**src/rtl/mem_pkg.sv**
```systemverilog
// mem_pkg: opcodes, FSM state encoding, access sizes and size/lane helpers
package mem_pkg;
  localparam logic [5:0] OP_LB  = 6'h20;
  localparam logic [5:0] OP_LH  = 6'h21;
  localparam logic [5:0] OP_LW  = 6'h23;
  localparam logic [5:0] OP_LBU = 6'h24;
  localparam logic [5:0] OP_LHU = 6'h25;
  localparam logic [5:0] OP_SB  = 6'h28;
  localparam logic [5:0] OP_SH  = 6'h29;
  localparam logic [5:0] OP_SW  = 6'h2B;

  typedef enum logic {IDLE, WAIT} state_e;
  typedef enum logic [1:0] {BYTE, HALF, WORD} size_e;

  // Unknown opcodes that still request memory fall back to a word access
  function automatic size_e size_of(input logic [5:0] op);
    case (op)
      OP_LB, OP_LBU, OP_SB: return BYTE;
      OP_LH, OP_LHU, OP_SH: return HALF;
      OP_LW, OP_SW:         return WORD;
      default:              return WORD;
    endcase
  endfunction

  function automatic logic is_signed(input logic [5:0] op);
    return op == OP_LB || op == OP_LH;
  endfunction

  function automatic logic [3:0] be_of(input size_e s, input logic [1:0] off);
    return s == BYTE ? 4'b0001 << off : s == HALF ? 4'b0011 << {off[1], 1'b0} : 4'b1111;
  endfunction
endpackage

```
**src/rtl/mem_lane.sv**
```systemverilog
// mem_lane: little-endian lane replication for stores, extraction/extension for loads
import mem_pkg::*;

module mem_lane (
  input  size_e       size_i,
  input  logic        signed_i,
  input  logic        load_i,
  input  logic [1:0]  off_i,
  input  logic [31:0] data_i,
  output logic [31:0] data_o
);
  logic [31:0] sh, ld, st;
  assign sh = data_i >> {off_i, 3'b000};
  assign ld = size_i == BYTE ? {{24{signed_i & sh[7]}}, sh[7:0]} :
              size_i == HALF ? {{16{signed_i & sh[15]}}, sh[15:0]} : data_i;
  assign st = size_i == BYTE ? {4{data_i[7:0]}} :
              size_i == HALF ? {2{data_i[15:0]}} : data_i;
  assign data_o = load_i ? ld : st;
endmodule

```
**src/rtl/mem_stage.sv**
```systemverilog
// mem_stage: pipeline MEM stage with a two-state bus handshake, stall and timeout abort
import mem_pkg::*;

module mem_stage #(
  parameter int unsigned TIMEOUT = 16
) (
  input  logic        clock,
  input  logic        reset_n,
  input  logic [31:0] Inst,
  input  logic [31:0] Alu_out,
  input  logic [31:0] Store_data,
  input  logic [1:0]  M,
  input  logic [1:0]  WB,
  input  logic [4:0]  Dest_reg,
  output logic [31:0] Inst_out,
  output logic [31:0] Mem_result,
  output logic [1:0]  WB_out,
  output logic [4:0]  Dest_out,
  output logic        Stall,
  output logic        Misalign,
  output logic        Bus_err,
  output logic        mem_req,
  output logic        mem_we,
  output logic [31:0] mem_addr,
  output logic [3:0]  mem_be,
  output logic [31:0] mem_wdata,
  input  logic [31:0] mem_rdata,
  input  logic        mem_ack
);
  localparam logic [7:0] LAST = 8'(TIMEOUT - 1);

  state_e      state_q, state_d;
  logic [7:0]  cnt_q, cnt_d;
  logic        req_q, req_d, we_q, we_d, sgn_q, sgn_d;
  logic [31:0] addr_q, addr_d, wdata_q, wdata_d;
  logic [3:0]  be_q, be_d;
  logic [1:0]  off_q, off_d;
  size_e       size_q, size_d;

  logic        rd, wr, op, aligned, in_wait, done, tmo, idle_go;
  size_e       size;
  logic        sgn;
  logic [31:0] st_data, ld_data;

  assign rd      = M == 2'b10;
  assign wr      = M == 2'b01;
  assign op      = rd | wr;
  assign size    = size_of(Inst[31:26]);
  assign sgn     = is_signed(Inst[31:26]);
  assign aligned = size == BYTE ? 1'b1 : size == HALF ? ~Alu_out[0] : Alu_out[1:0] == 2'b00;
  assign in_wait = state_q == WAIT;
  assign done    = in_wait & mem_ack;
  // A late ack on the last allowed cycle wins over the timeout
  assign tmo     = in_wait & ~mem_ack & cnt_q == LAST;
  assign idle_go = ~in_wait & op & aligned;

  mem_lane u_st (
    .size_i(size), .signed_i(sgn), .load_i(1'b0), .off_i(Alu_out[1:0]),
    .data_i(Store_data), .data_o(st_data)
  );

  mem_lane u_ld (
    .size_i(size_q), .signed_i(sgn_q), .load_i(1'b1), .off_i(off_q),
    .data_i(mem_rdata), .data_o(ld_data)
  );

  assign Misalign   = ~in_wait & op & ~aligned;
  assign Bus_err    = tmo;
  assign Stall      = idle_go | (in_wait & ~mem_ack & ~tmo);
  assign WB_out     = (idle_go | Misalign | (in_wait & ~done)) ? 2'b00 : WB;
  assign Mem_result = (done & ~we_q) ? ld_data : Alu_out;
  assign Inst_out   = Inst;
  assign Dest_out   = Dest_reg;
  assign mem_req    = req_q;
  assign mem_we     = we_q;
  assign mem_addr   = addr_q;
  assign mem_be     = be_q;
  assign mem_wdata  = wdata_q;

  always_comb begin
    state_d = state_q;
    cnt_d   = cnt_q;
    req_d   = req_q;
    we_d    = we_q;
    addr_d  = addr_q;
    be_d    = be_q;
    wdata_d = wdata_q;
    off_d   = off_q;
    size_d  = size_q;
    sgn_d   = sgn_q;
    if (idle_go) begin
      state_d = WAIT;
      cnt_d   = '0;
      req_d   = 1'b1;
      we_d    = wr;
      addr_d  = {Alu_out[31:2], 2'b00};
      be_d    = be_of(size, Alu_out[1:0]);
      wdata_d = st_data;
      off_d   = Alu_out[1:0];
      size_d  = size;
      sgn_d   = sgn;
    end else if (done | tmo) begin
      state_d = IDLE;
      cnt_d   = '0;
      req_d   = 1'b0;
      we_d    = 1'b0;
    end else if (in_wait) begin
      cnt_d   = cnt_q + 8'd1;
    end
  end

  always_ff @(posedge clock or negedge reset_n) begin
    if (!reset_n) begin
      state_q <= IDLE;
      cnt_q   <= '0;
      req_q   <= 1'b0;
      we_q    <= 1'b0;
      addr_q  <= '0;
      be_q    <= '0;
      wdata_q <= '0;
      off_q   <= '0;
      size_q  <= WORD;
      sgn_q   <= 1'b0;
    end else begin
      state_q <= state_d;
      cnt_q   <= cnt_d;
      req_q   <= req_d;
      we_q    <= we_d;
      addr_q  <= addr_d;
      be_q    <= be_d;
      wdata_q <= wdata_d;
      off_q   <= off_d;
      size_q  <= size_d;
      sgn_q   <= sgn_d;
    end
  end
endmodule

```
**config.mk**
```make
export PLATFORM = sky130hd
export DESIGN_NAME = mem_stage
export DESIGN_NICKNAME = d
export VERILOG_FILES = /design/src/rtl/mem_pkg.sv /design/src/rtl/mem_lane.sv /design/src/rtl/mem_stage.sv
export SDC_FILE = /design/constraint.sdc
export NUM_CORES = 1
export LEC_CHECK = 0
export ABC_AREA = 1
export BUFFER_PORTS_ARGS = -buffer_cell sky130_fd_sc_hd__buf_2
export CAP_MARGIN = 20
export CORE_UTILIZATION = 45
export CTS_BUF_LIST = sky130_fd_sc_hd__clkbuf_8
export CTS_CLUSTER_DIAMETER = 50
export CTS_CLUSTER_SIZE = 25
export DETAILED_ROUTE_END_ITERATION = 12
export PLACE_DENSITY = 0.79
export SLEW_MARGIN = 30
export SYNTH_ARGS = -nofsm -noshare
export SYNTH_HDL_FRONTEND = slang
export SYNTH_HIERARCHICAL = 1
export SYNTH_SLANG_ARGS = --single-unit
```
**constraint.sdc**
```tcl
create_clock -name clock -period 1.5 [get_ports clock]
set_input_delay 0.225 -clock clock [delete_from_list [all_inputs] [get_ports clock]]
set_output_delay 0.225 -clock clock [all_outputs]
set_load 0.02 [all_outputs]
```
-- After elaboration in Yosys (flattened, before gate mapping)
Index checks and enable logic that the tools add are counted.
- memories: 0
- register bits after elaboration: 81
- memory bits (read-only): 0
- latch bits: 0
- RAM bits: 0
- input port bits: 140
- word-level logic and storage cells: 72
- eq/ne operators: 11
- reduce and logical (&&, ||, !) cells: 8
- add/subtract/negate cells: 1
- magnitude comparators: 0
- $mul: 0
- shift operators: 3
- divide/modulo/power cells: 0
- bitwise logic cells: 23
- mux-type cells: 17
- operator list (cell ; number):
    $mux W32 ; 5
    $eq A6 B6 Y1 const B ; 6
    $shr A32 B5 Y16 ; 1
    $mux W8 ; 3
    $and A1 B1 Y1 ; 11
    $add A8 B1 Y8 const B ; 1
    $eq A8 B4 Y1 const B ; 1
    $mux W4 ; 2
    $not A1 Y1 ; 7
    $eq A2 B1 Y1 const B ; 3
    $logic_not A2 Y1 ; 3
    $reduce_or A3 Y1 ; 2
    $mux W1 ; 5
    $or A1 B1 Y1 ; 5
    $pmux W2 S2 ; 1
    $shl A1 B2 Y4 const A ; 1
    $shl A2 B2 Y4 const A ; 1
    $reduce_bool A3 Y1 ; 1
    $eq A2 B2 Y1 const B ; 1
    $mux W2 ; 1
    $reduce_bool A2 Y1 ; 1
    $logic_or A1 B1 Y1 ; 1

-- Depth between registers and ports, before layout
Gate-level depths: netlist (run 1).
- depth after elaboration: 11
- gate-level depth with buffers: 16
- depth with buffers taken out: 15

-- Hierarchy
Netlist (run 1), hierarchy kept.
- modules (own cells, without submodules) (module ; area each (sq um) ; cells each ; sequential area each (sq um) ; instances):
    mem_stage ; 4300.4 ; 515 ; 2028.2 ; 1
    mem_lane ; 1152.4 ; 230 ; 0.0 ; 2

-- Least setup slack after synthesis (run 1)
No wires, ideal clock.
- path kind: register -> output
- start: register size_q[1]
- end: output Mem_result[10]
- arrival time: 1601 ps
- slack: -326 ps
- cell stages (with the launch flop): 13
- cell sequence: dfstp_2 -> buf_6 -> inv_4 -> nand2_4 -> inv_2 -> buf_6 -> nand3_1 -> nand2_1 -> nand2_1 -> nand2_1 -> nand2_1 -> nor2_1 -> a21oi_1
- cells in the longest elaborated chain, start to end: 4
- RTL lines (what ; line ; text):
    start: declaration ; mem_stage.sv:38 ; size_e size_q, size_d;
    start signal: assignment ; mem_stage.sv:133 ; size_q <= size_d;
    $eq A2 B1 Y1 ; mem_lane.sv:15 ; size_i == HALF ? {{16{signed_i & sh[15]}}, sh[15:0]} : data_i;
    $mux W32 ; mem_lane.sv:15 ;
    $mux W32 * ; mem_lane.sv:14 ; assign ld = size_i == BYTE ? {{24{signed_i & sh[7]}}, sh[7:0]} :
    via ld_data[10] ; mem_stage.sv:43 ; logic [31:0] st_data, ld_data;
    $mux W32 * ; mem_stage.sv:71 ; assign Mem_result = (done & ~we_q) ? ld_data : Alu_out;
    end: declaration ; mem_stage.sv:16 ; output logic [31:0] Mem_result,
Mark *: on every way through the listed nets, which the timed path passes. The rest lies on a longest branch.

-- Worst setup path in the final report (run 1)
- start: register off_q[0]
- end: output Mem_result[13]
- cells in the longest elaborated chain, start to end: 4
- RTL lines (what ; line ; text):
    start: declaration ; mem_stage.sv:37 ; logic [1:0] off_q, off_d;
    start signal: assignment ; mem_stage.sv:121 ; off_q <= '0;
    start signal: assignment ; mem_stage.sv:132 ; off_q <= off_d;
    $shr A32 B5 Y16 * ; mem_lane.sv:13 ; assign sh = data_i >> {off_i, 3'b000};
    $mux W32 or $and A1 B1 Y1 (tied branches) ; mem_lane.sv:15, mem_lane.sv:14 ;
    $mux W32 * ; mem_lane.sv:14 ;
    via ld_data[13] ; mem_stage.sv:43 ;
    $mux W32 * ; mem_stage.sv:71 ;
Marked as above.

==> flow_summary.ini, run 1 <==
[outcome]
outcome = finished, violations left
violations = setup timing

[grt]
grt_pass1_vias = 7021
grt_pass1_wl_um = 33810
grt_start_max_net_pins = 82
grt_overflow_total = 0
track_usage_pct = 28.98
antenna_found_initial = 0

[finish]
antenna_cells = 0
nets = 1362
final_util_pct = 64.66
drive_above_1_share_pct = 45.80
area_growth_pct = 38.00
stdcell_area_mm2 = 0.009115

[floorplanning]
rows = 43
die_h_um = 123.2
die_w_um = 123.2
ios = 284
die_area_mm2 = 0.01517
start_util_pct = 46.86
coreArea_mm2 = 0.01410

[power]
power.total_w = 0.01030
intPower_w = 0.005744
ir_worst_vdd_uv = 578.5
switchingPower_w = 0.004553
sw_frac_of_total_pct = 44.22
p_seq_share_pct = 30.6
combPwrFrac_pct = 52.4
pwr-share-clk_pct = 17.1
powerDensity_mw_per_mm2 = 1130
leakagePower_nw = 4.889

[sta]
timing.final.crit_share_pct = 147.1
slew_violations = 0
clock_skew_ns = 0.01459
finalHoldViolCount = 0
fin_crit_ns = 2.207
setup_viol = 40
setup_ws_ns = -0.7072
rsz0062_at_grt = true
fmaxAchievable_ghz = 0.4531
hold_ws_ns = 0.1184

[cts]
tritoncts = done
cts_made_buffers = 9
cts_sinks = 81
htreeDepth = 3
insertion_delay_ns = 0.38
cts_buffer_depth = 2
path_clk_slew_ns = 0.09
root_buffer = clkbuf_8

[placed_design]
post-dp-hpwl_um = 15740
gp_congestion = 0.9612
dpl-instance-area_mm2 = 0.008254
numPortBuffers = 219

[routing]
ant_nets = 0
wl_per_cell_um = 15.87
vias = 7370
drc = 0
via_per_inst = 5.246
wirelength_um = 22300
drt_iter0_drc = 532
dr.pass1.iters = 5

[worst_setup_path]
cp_data_required_time_ns = 1.27
start_kind = flip-flop
rrSetupSlack_ns = -0.01
worstSetupPathType = reg2out
critPathMaxFanout = 7
end_kind = primary output
arrival_ns = 1.98

[yosys]
synthCells = 975
ys_ff_latch = 81
syn_area_mm2 = 0.006605
synth_cell_types = 35
yosys_warnings = 6
ys_seq_area_share_pct = 30.71
syn_area_per_cell_um2 = 6.774

[hold_path]
hp-class = in2reg

[job]
max_cap_violations = 0
==> through the flow <==
step / worst slack, ns / TNS (ns) / instances
2_1_floorplan: -0.1901 / -3.074 / 985
3_3_place_gp: -0.3493 / -12.99 / 1377
3_5_place_dp: -0.3695 / -14.88 / 1377
4_1_cts: -0.6729 / -20.85 / 1401
5_1_grt: -0.8121 / -26.48 / 1405
6_report: -0.7072 / -21.95 / 1405
==> worst max-delay path, cell delays in order (launching register included) <==
cell and delay (ns):
dfrtp_1 0.40, buf_12 0.15, nand2_1 0.12, nand3_2 0.11, nand2_2 0.09, nand2_4 0.07, buf_4 0.15, nand2_1 0.06
nand2_1 0.06, nand2_2 0.07, nor2_2 0.05, a21oi_2 0.14, buf_6 0.14
==> cells in the final DEF, fill, tap and decap left out, types with 17 or more instances in the layout <==
| master | n |
|---|---|
| buf_6 | 35 |
| nand3_1 | 50 |
| nand2_2 | 79 |
| nand2_4 | 20 |
| buf_2 | 181 |
| dfrtp_1 | 77 |
| a21oi_2 | 31 |
| buf_4 | 80 |
| nor2_1 | 61 |
| a21oi_1 | 32 |
| nor2_4 | 17 |
| o21ai_0 | 37 |
| nand2_1 | 267 |
| o21ai_1 | 28 |
| a22oi_1 | 26 |
| inv_1 | 65 |
| nor2_2 | 22 |
==> registers in the layout, summed over array words and instances, names as in the netlist <==
signal / flops
mem_req: 1
mem_wdata: 32
size_q: 2
off_q: 2
mem_addr: 30
mem_we: 1
cnt_q: 8
sgn_q: 1
mem_be: 4
==> layer usage <==
metal / global-route usage (%) / routed length (um) / vias to the layer above
met2: 51.29 / 11070 / 357
met1: 33.19 / 8632 / 3410
met4: 13.03 / 778 / 0
met5: 0 / 0 / -
li1: - / - / 3545
met3: 6.411 / 1819 / 58
==> path summary, 6_finish.rpt <==
kind,to,from,depth (start not counted)
max,Mem_result[13],off_q[0]$_DFFE_PN0N_,12
min,mem_addr[6]$_DFFE_PN0N_,Alu_out[6],3
max reg2reg,mem_we$_DFFE_PN0P_,mem_req$_DFFE_PN0P_,7
min reg2reg,mem_be[3]$_DFFE_PN0N_,mem_be[3]$_DFFE_PN0N_,2
max in group asynchronous,off_q[1]$_DFFE_PN0N_,reset_n,3
min in group asynchronous,mem_wdata[20]$_DFFE_PN0N_,reset_n,3
==> synthesized netlist by cell type, drive strengths merged <==
library cell | number | share of area, %
nor2 | 99 | 6.5
nand3b | 1 | 0.11
xnor2 | 1 | 0.13
nor3b | 2 | 0.23
a31oi | 2 | 0.19
buf | 83 | 11
a21oi | 70 | 5.3
nand3 | 64 | 5.5
inv | 84 | 5.2
clkbuf | 4 | 0.23
dfrtp | 80 | 30
conb | 2 | 0.11
o21ai | 80 | 6.9
a21boi | 1 | 0.17
xor2 | 4 | 0.53
ha | 2 | 0.38
dfstp | 1 | 0.40
nand2 | 367 | 24
a22oi | 26 | 3.0
nor3 | 2 | 0.15
==> power by group through the flow <==
| stage | clock network (W) | logic [W] | registers (W) |
|---|---|---|---|
| 2_1_floorplan | 0 | 0.00258 | 0.00379 |
| 3_3_place_gp | 0 | 0.00470 | 0.00314 |
| 3_5_place_dp | 0 | 0.00477 | 0.00315 |
| 4_1_cts | 0.00181 | 0.00511 | 0.00314 |
| 5_1_grt | 0.00190 | 0.00583 | 0.00322 |
| 6_report | 0.00176 | 0.00539 | 0.00315 |
==> logic make-up after synthesis <==
| logic type | after synthesis | share of synthesized area (%) |
|---|---|---|
| other cells | 2 | 0.1137 |
| compound gates | 179 | 15.53 |
| buf+inv | 171 | 15.97 |
| flops | 81 | 30.71 |
| fa+ha+maj | 2 | 0.3788 |
| xor+xnor | 5 | 0.6630 |
| simple gates | 535 | 36.64 |
==> area by class of cell <==
| class | count | area (um^2) |
|---|---|---|
| Sequential cell | 81 | 2032 |
| Tap cell | 180 | 225.2 |
| Timing Repair Buffer | 309 | 2146 |
| Clock buffer | 10 | 137.6 |
| Clock inverter | 6 | 75.07 |
| Multi-Input combinational cell | 735 | 4146 |
| Fill cell | 1220 | 4981 |
| Inverter | 84 | 352.8 |
==> repair_timing <==
| item | CTS | global route |
|---|---|---|
| setup buffers | 5 | 5 |
| resized for setup | 103 | 64 |
| hold buffers | 1 | 0 |
| endpoints found under the setup margin | 37 | 69 |
| gates cloned | 2 | 0 |
| endpoints found under the hold margin | 80 | 0 |
| pin swaps | 24 | 27 |
Power figures use the tool's default switching activity.
==> run 2: changes to the inputs <==
Settings changed: ABC_AREA 1 to default, CORE_UTILIZATION 45 to 44, PLACE_DENSITY 0.79 to default, PLACE_DENSITY_LB_ADDON from default to 0.2.
==> run 2 against run 1 <==
Largest power group unchanged; the flow still finishes with violations (setup timing); sequential power is 1% higher; worst setup slack worse by 0.31 ns; synthesized cell count is 40% lower; die area down 6.1%; utilization increased by 5.5 points; cell count down 24%; clock-buffer cell count decreased by 1; critical path depth decreased by 4; hold slack lost 0.010 ns; synthesized area down 8.2%; flip-flop and latch count unchanged; clock skew shrank 0.0031 ns; critical endpoint is now Mem_result[12].
==> flow_summary.ini, run 2 <==
[finish]
final_util_pct = 70.16
fill_cells = 983
largest_reg_flops = 32
area_growth_pct = 54.52
drive_above_1_share_pct = 62.26
seq_area_mm2 = 0.002032
layout_common_cells = buf_2, mux2_4, buf_4, dfrtp_1, buf_6
antenna_cells = 0
nets = 1022
final_common_cell = buf_2
multi_input_area_mm2 = 0.004115

[cts]
insertion_delay_ns = 0.37
root_buffer = clkbuf_8
cts_buffer_depth = 2
cts_sinks = 81
htreeDepth = 3
tritoncts = done
cts_made_buffers = 9
path_clk_slew_ns = 0.08

[floorplanning]
coreArea_mm2 = 0.01335
ios = 284
rows = 42
die_area_mm2 = 0.01425
die_h_um = 119.4
start_util_pct = 45.41
die_w_um = 119.4

[yosys]
syn_area_per_cell_um2 = 10.31
syn_area_mm2 = 0.006061
synth_area_leader_cell = dfrtp_1
synth.most_common_cell = mux2_2
synthTopCellsByCount = mux2_2, dfrtp_1, nor2_1
synthFlopType = dfrtp_1
synthCells = 588
yosys_warnings = 6
async_flop_share_pct = 100.0
ys_seq_area_share_pct = 33.46
synth_top_area_share_pct = 33.03
synth_edf_count = 0
synth_cell_types = 55
ys_ff_latch = 81
synthTopCellsByArea = dfrtp_1, mux2_2, mux2_4, a221o_1, buf_4

[placed_design]
numPortBuffers = 219
gp_congestion = 0.9613
post-dp-hpwl_um = 15840

[sta]
clock_skew_ns = 0.01144
finalHoldViolCount = 0
rsz0062_at_grt = true
slew_headroom_pct = 18.77
tns_ns = -46.15
setup_viol = 119
setup_ws_ns = -1.017
slew_violations = 0
timing.final.crit_share_pct = 167.8
fmaxAchievable_ghz = 0.3973
fin_crit_ns = 2.517
max_slew.worst_pin.slew_ns = 1.214

[power]
power.total_w = 0.01029
powerDensity_mw_per_mm2 = 1098
ir_worst_vdd_uv = 610.4
leakagePower_nw = 4.439

[worst_setup_path]
r2r_start = mem_req$_DFFE_PN0P_
crit_start = off_q[1]$_DFFE_PN0N_
cp_data_required_time_ns = 1.27
start_kind = flip-flop
rrSetupSlack_ns = -0.29
reg2reg_depth = 8
crit_end = Mem_result[12]
worstSetupPathType = reg2out
critPathMaxFanout = 5
rr_endpoint = mem_addr[28]$_DFFE_PN0N_
arrival_ns = 2.29
end_kind = primary output

[grt]
grt_start_max_net_pins = 33
antenna_found_initial = 0
grt_pass1_wl_um = 34000
track_usage_pct = 30.79
grt_overflow_total = 0
grt_pass1_vias = 6010

[routing]
drt_iter0_drc = 631
vias = 6157
wirelength_um = 22410
via_per_inst = 5.803
dr.pass1.iters = 6
wl_per_cell_um = 21.12
ant_nets = 0
drc = 0

[hold_path]
hp-class = in2reg

[outcome]
violations = setup timing
outcome = finished, violations left

[job]
max_cap_violations = 0
[run 2: cell count changes after synthesis, sizes merged, moves of 16 or more]
| cell | change |
|---|---|
| a21oi | -65 |
| a221o | +30 |
| a32oi | +17 |
| buf | -20 |
| clkbuf | +16 |
| inv | -77 |
| mux2 | +120 |
| nand2 | -328 |
| nand2b | +20 |
| nand3 | -62 |
| nor2 | -57 |
| o21ai | -58 |
[run 2: cells by family after synthesis]
kind of cell | synth area share, %
DFF | 33.46
muxes | 25.66
buffers and inverters | 9.661
AOI/OAI and AO/OA | 19.16
other | 0.1239
and+or+nand+nor | 10.65
adders and majority gates | 0.4128
xor gates and xnor gates | 0.8672
[run 2: cell type report]
| class | instances | area share (%) |
|---|---|---|
| tap | 176 | 2.351 |
| clock inverter | 7 | 0.5745 |
| timing repair buffer | 355 | 29.73 |
| inverter | 9 | 0.3874 |
| sequential | 81 | 21.70 |
| multi-input combinational | 424 | 43.94 |
| clock buffer | 9 | 1.323 |
[run 2: through the flow]
stage          cells  hold slack (ns)  worst slack, ns  area (um^2)
2_1_floorplan    596         -0.07059          -0.5039         6434
3_3_place_gp     998           0.1652          -0.5707         7885
3_5_place_dp     998           0.1679          -0.6944         7885
4_1_cts         1050          0.08315          -0.9967         8994
5_1_grt         1061          0.09750           -1.089         9365
6_report        1061           0.1080           -1.017         9365
[run 2: worst min path at each step]
| stage | from | cells after the start | slack [ns] | end |
|---|---|---|---|---|
| after floorplan | reset_n | 0 | -0.07 | cnt_q[0]$_DFFE_PN0P_ |
| after global placement | reset_n | 1 | 0.17 | cnt_q[7]$_DFFE_PN0P_ |
| after detailed placement | reset_n | 1 | 0.17 | cnt_q[5]$_DFFE_PN0P_ |
| after CTS | Alu_out[3] | 2 | 0.08 | mem_addr[3]$_DFFE_PN0N_ |
| after global routing | Alu_out[16] | 2 | 0.1 | mem_addr[16]$_DFFE_PN0N_ |
| final | Alu_out[3] | 2 | 0.11 | mem_addr[3]$_DFFE_PN0N_ |
[run 2: power by group]
group | internal [W] | switching, W
Sequential | 0.00280 | 0.000383
Clock | 0.000622 | 0.000881
Combinational | 0.00287 | 0.00273
Total | 0.00629 | 0.00399
[run 2: critical path, stage by stage, from the launching register on]
cell     delay (ns)
dfrtp_2        0.44
mux2i_4        0.31
buf_6          0.14
nand2_4        0.05
a41oi_4        0.36
buf_6          0.16
a32oi_2        0.05
mux2_4         0.30
buf_6          0.13
[run 2: layer usage]
layer / vias up / track usage (%) / share of wire, % / wire, um
met5: - / 0 / 0 / 0
met4: 0 / 11.64 / 2.6 / 583
met3: 63 / 5.747 / 7.5 / 1684
met2: 333 / 51.20 / 49 / 10930
met1: 3014 / 39.65 / 41 / 9211
li1: 2747 / - / - / -
[run 2: timing repair]
item,in CTS,in global routing
cloned,6,0
pin swaps,10,26
endpoints found under the setup margin,112,119
resized for setup,140,82
hold buffers,1,0
buffers inserted,30,14
hold endpoints to repair,23,0
